===== src/rtl/reg_pipe_var.sv =====
// reg_pipe_var: run-time selectable latency delay line (0..MAX_DEPTH stages)
// with a valid bit per stage, global clock-enable stall and synchronous flush.
// Build option: REG_PIPE_DATA_RST_EN clears the data registers on reset and
// on flush / latency-change edges; without it the data path has no reset so
// it can map onto DSP/SRL resources.
//
// Handshake: out_valid qualifies dout in the same cycle; there is no
// back-pressure, so a word with out_valid=1 is consumed by whoever samples
// it. in_valid qualifies din and is taken on an enabled, non-clearing edge.
module reg_pipe_var #(
    parameter int WIDTH       = 18,
    parameter int MAX_DEPTH   = 4,
    parameter int DEFAULT_LAT = 1,
    parameter int LW          = $clog2(MAX_DEPTH + 1)
) (
    input  logic             clk,
    input  logic             rst_n,
    input  logic             clk_en,
    input  logic             flush,
    input  logic [LW-1:0]    lat_sel,
    input  logic [WIDTH-1:0] din,
    input  logic             in_valid,
    output logic [WIDTH-1:0] dout,
    output logic             out_valid,
    output logic             busy,
    output logic [LW-1:0]    lat_q
);

    localparam logic [LW-1:0] MAX_LAT = LW'(MAX_DEPTH);
    localparam logic [LW-1:0] RST_LAT = LW'(DEFAULT_LAT);

    logic [WIDTH-1:0]  r_data [1:MAX_DEPTH];
    logic [MAX_DEPTH:1] r_valid;
    logic [LW-1:0]     r_lat_q;

    logic [LW-1:0]     w_lat_eff;
    logic              w_clear;
    logic [WIDTH-1:0]  w_tap_data [0:MAX_DEPTH];
    logic [MAX_DEPTH:0] w_tap_valid;
    logic              w_busy;

    // Saturate the requested latency; a change of latency empties the pipe.
    always_comb begin
        w_lat_eff = (lat_sel > MAX_LAT) ? MAX_LAT : lat_sel;
        w_clear   = flush | (w_lat_eff != r_lat_q);
    end

    // Latency latch follows the request on every edge, stall or not.
    always_ff @(posedge clk) begin
        if (!rst_n) begin
            r_lat_q <= RST_LAT;
        end else begin
            r_lat_q <= w_lat_eff;
        end
    end

    // Valid bits: reset and clear beat the enabled shift; otherwise hold.
    always_ff @(posedge clk) begin
        if (!rst_n || w_clear) begin
            r_valid <= '0;
        end else if (clk_en) begin
            r_valid[1] <= in_valid;
            for (int i = 2; i <= MAX_DEPTH; i++) begin
                r_valid[i] <= r_valid[i-1];
            end
        end
    end

`ifdef REG_PIPE_DATA_RST_EN
    // Data stages: cleared with the valid bits, shifted on enabled edges.
    always_ff @(posedge clk) begin
        if (!rst_n || w_clear) begin
            for (int i = 1; i <= MAX_DEPTH; i++) begin
                r_data[i] <= '0;
            end
        end else if (clk_en) begin
            r_data[1] <= din;
            for (int i = 2; i <= MAX_DEPTH; i++) begin
                r_data[i] <= r_data[i-1];
            end
        end
    end
`else
    // Data stages: no reset or clear, just shift on enabled edges.
    always_ff @(posedge clk) begin
        if (clk_en) begin
            r_data[1] <= din;
            for (int i = 2; i <= MAX_DEPTH; i++) begin
                r_data[i] <= r_data[i-1];
            end
        end
    end
`endif

    // Tap vector: index 0 is the live input, giving the combinational bypass.
    always_comb begin
        w_tap_data[0] = din;
        for (int i = 1; i <= MAX_DEPTH; i++) begin
            w_tap_data[i] = r_data[i];
        end
        w_tap_valid = {r_valid, in_valid};
    end

    // Busy covers only the stages up to the active tap.
    always_comb begin
        w_busy = 1'b0;
        for (int i = 1; i <= MAX_DEPTH; i++) begin
            if (LW'(i) <= r_lat_q) begin
                w_busy = w_busy | r_valid[i];
            end
        end
    end

    assign dout      = w_tap_data[r_lat_q];
    assign out_valid = w_tap_valid[r_lat_q];
    assign busy      = w_busy;
    assign lat_q     = r_lat_q;

endmodule


===== config.mk =====
export PLATFORM = sky130hd
export DESIGN_NAME = reg_pipe_var
export DESIGN_NICKNAME = d
export VERILOG_FILES = /design/src/rtl/reg_pipe_var.sv
export SDC_FILE = /design/constraint.sdc
export NUM_CORES = 1
export LEC_CHECK = 0
export ABC_AREA = 0
export BUFFER_PORTS_ARGS = -buffer_cell sky130_fd_sc_hd__buf_2
export CAP_MARGIN = 20
export CELL_PAD_IN_SITES_DETAIL_PLACEMENT = 2
export CELL_PAD_IN_SITES_GLOBAL_PLACEMENT = 2
export CORE_ASPECT_RATIO = 0.8
export CORE_UTILIZATION = 38
export DETAILED_ROUTE_END_ITERATION = 16
export GPL_TIMING_DRIVEN = 1
export HOLD_SLACK_MARGIN = 0.1
export PLACE_DENSITY = 0.8
export SLEW_MARGIN = 10
export SYNTH_ARGS = -nofsm -noshare
export SYNTH_HDL_FRONTEND = slang
export SYNTH_SLANG_ARGS = --single-unit

===== constraint.sdc =====
create_clock -name clk -period 1.7 [get_ports clk]
set_input_delay 0.085 -clock clk [delete_from_list [all_inputs] [get_ports clk]]
set_output_delay 0.085 -clock clk [all_outputs]
set_load 0.01 [all_outputs]

==> results.cfg <==
[synth]
synthesis.nets = 199
yosys_warnings = 0
ys_ff_latch = 79
synth.area.top_cells = edfxtp_1, mux4_2, dfxtp_1
synth-edff-count = 72
yosysTopAreaCell = edfxtp_1
synth_cell_types = 34
ys.flop_type = edfxtp_1
syn_inst = 173
yosysSeqAreaShare = 0.714
avgSynthCellArea_um2 = 18.6
synth_async_sr_flop_share = 0
synthTopCellsByCount = edfxtp_1, a22o_1, mux4_2
synth_top_area_frac = 0.671
synth_most_common_cell = edfxtp_1
synth_area_um2 = 3220

[critical_path]
critical_path_arrival_ns = 1.85
crit_path_start_kind = register
path_class = reg -> out
cp-end-kind = output port
required_ns = 1.62
cp_max_fo = 18

[drt]
routed_wl_um = 9520
drc = 0
vias_per_cell = 5.44
drt_iter0_markers = 134
drtPass1Iterations = 4
wl_per_cell_um = 25.0
vias = 2072
ant_nets = 0

[die]
die_area_um2 = 8860
start_util = 0.398
die_x_um = 105
design.core.area_um2 = 8090
num_io_pins = 49
rows = 29
die_y_um = 84.4

[clock_tree]
cts_buffer_depth = 2
numCtsBuffers = 9
cts_root_buf = clkbuf_8
cts.sinks = 79
clk_latency_ns = 0.36
ctsHtreeMaxLevel = 3
tritoncts = done
clk_pin_slew_ns = 0.09

[cells_and_area]
final_nets = 294
antennaDiodeCount = 0
fin_area_um2 = 4280
final-seq-area_um2 = 2310
fin_cells = 381
drive_gt1_frac = 0.436
multi_input_area_um2 = 895
syn_to_final_growth_pct = 32.9
fillCellCount = 735

[status]
violations = setup timing
run_status = finished, violations left

[placement]
numPlacedInstances = 330
dp_hpwl_um = 5020
gp_congestion = 0.704
portBuffers = 48
dp_slack_ns = 0.183
placed_area_um2 = 3630

[sta]
period_share = 1.14
rsz0062_at_grt = yes
holdWs_ns = 0.283
fmaxAchievable_ghz = 0.517
layout_min_cycle_time_ns = 1.93
slew-limit-headroom = 0.720
worst_slew_pin_slew_ns = 0.420
hold_viol = 0
drv_slew = 0
finalSetupViolations = 18
fin_ws_ns = -0.235
finalClockSkew_ns = 0.0120

[global_routing]
grt_pass1_vias = 2256
grt_max_degree = 77
grt_usage = 0.216
grt_pass1_wl_um = 13700
grt_antenna_before_repair = 0
grt-ovfl-total = 0

[pwr]
vdd_drop_max_mv = 0.456
p_leak_nw = 1.62
cellPowerDensity_nw_per_um2 = 1030

[flow_run]
max_cap_viol_count = 0

[hold_path]
hold_class = in -> reg
==> stage by stage <==
stage / power, mW / utilization / TNS, ns
6_report: 4.41 / 0.529 / -2.54
5_1_grt: 4.55 / 0.529 / -3.54
4_1_cts: 4.38 / 0.522 / -1.96
3_5_place_dp: 2.79 / 0.448 / 0
3_3_place_gp: 2.76 / 0.448 / 0
2_1_floorplan: 2.58 / - / 0
==> final timing paths <==
path	start	end	slack [ns]	cells past startpoint
setup / recovery	lat_q[0]	out_valid	-0.23	5
hold reg to reg	r_data[0][68]	r_data[0][86]	0.46	0
setup reg to reg	lat_q[0]	r_valid[3]	0.18	4
hold / removal	clk_en	r_data[0][59]	0.28	2
==> sequential cells by signal, indices dropped and copies added, names as in the netlist <==
register	count
r_data	72
r_valid	4
lat_q	3
==> final cells by class <==
class | count | area share
inverter | 3 | 0.00263
multi-input combinational | 80 | 0.209
sequential | 79 | 0.540
clock buffer | 9 | 0.0289
timing repair buffer | 95 | 0.168
tap | 108 | 0.0315
clock inverter | 7 | 0.0204
==> timing repair <==
item                                   4_1_cts  5_1_grt
setup endpoints to repair                   19       22
resized for setup                           23       13
pin swaps                                    6        5
endpoints found under the hold margin       25        0
cloned                                       1        0
setup buffers                                8        2
hold buffers                                24        0
==> kinds of logic (layout without fill, tap and decap cells) <==
kind of cell / Yosys count / count (layout) / share of synthesized area
flip-flops: 79 / 79 / 0.714
AND/OR/NAND/NOR: 12 / 12 / 0.0252
XOR/XNOR: 2 / 2 / 0.00544
multiplexers: 25 / 25 / 0.131
buffers and inverters: 14 / 114 / 0.0276
AO/OA/AOI/OAI: 41 / 41 / 0.0963
==> power breakdown <==
| part | internal, mW | switching [mW] |
|---|---|---|
| registers | 2.26 | 0.0801 |
| logic | 0.276 | 0.258 |
| clock network | 0.815 | 0.717 |
| total | 3.35 | 1.05 |
==> cells in the final DEF (no fill, tap or decap), types with 2 or more instances in the layout <==
cell / netlist / routed
mux2i_1: 7 / 6
clkinvlp_4: 0 / 2
mux4_2: 12 / 13
a22oi_1: 9 / 4
o21ai_1: 1 / 2
and2b_2: 1 / 2
clkinv_1: 0 / 2
mux2_2: 5 / 2
edfxtp_1: 72 / 72
inv_1: 3 / 3
dlygate4sd3_1: 0 / 24
dfxtp_4: 0 / 3
buf_4: 0 / 13
mux2_4: 0 / 3
nor2_1: 2 / 2
buf_2: 5 / 47
a22o_1: 13 / 13
dfxtp_1: 7 / 4
clkbuf_8: 0 / 9
a211oi_1: 5 / 4
buf_12: 0 / 2
o21ai_0: 3 / 2
a22oi_2: 0 / 5
bufinv_16: 0 / 2
xnor2_1: 2 / 2
o22ai_1: 4 / 4
buf_6: 4 / 8
==> worst max-delay path: stages, from the launching register on <==
cell and delay [ns]:
dfxtp_4 0.40, buf_4 0.28, and2b_2 0.29, a22oi_1 0.23, o32ai_1 0.13, buf_2 0.16
==> metal layers <==
layer | up-vias | routed length [um] | GRT usage
met3 | 7 | 419 | 0.0474
met5 | - | 0 | 0
li1 | 904 | - | -
met2 | 68 | 4990 | 0.371
met4 | 0 | 92 | 0.0679
met1 | 1093 | 4020 | 0.276
Note: power is estimated with default switching activity, not from simulation.
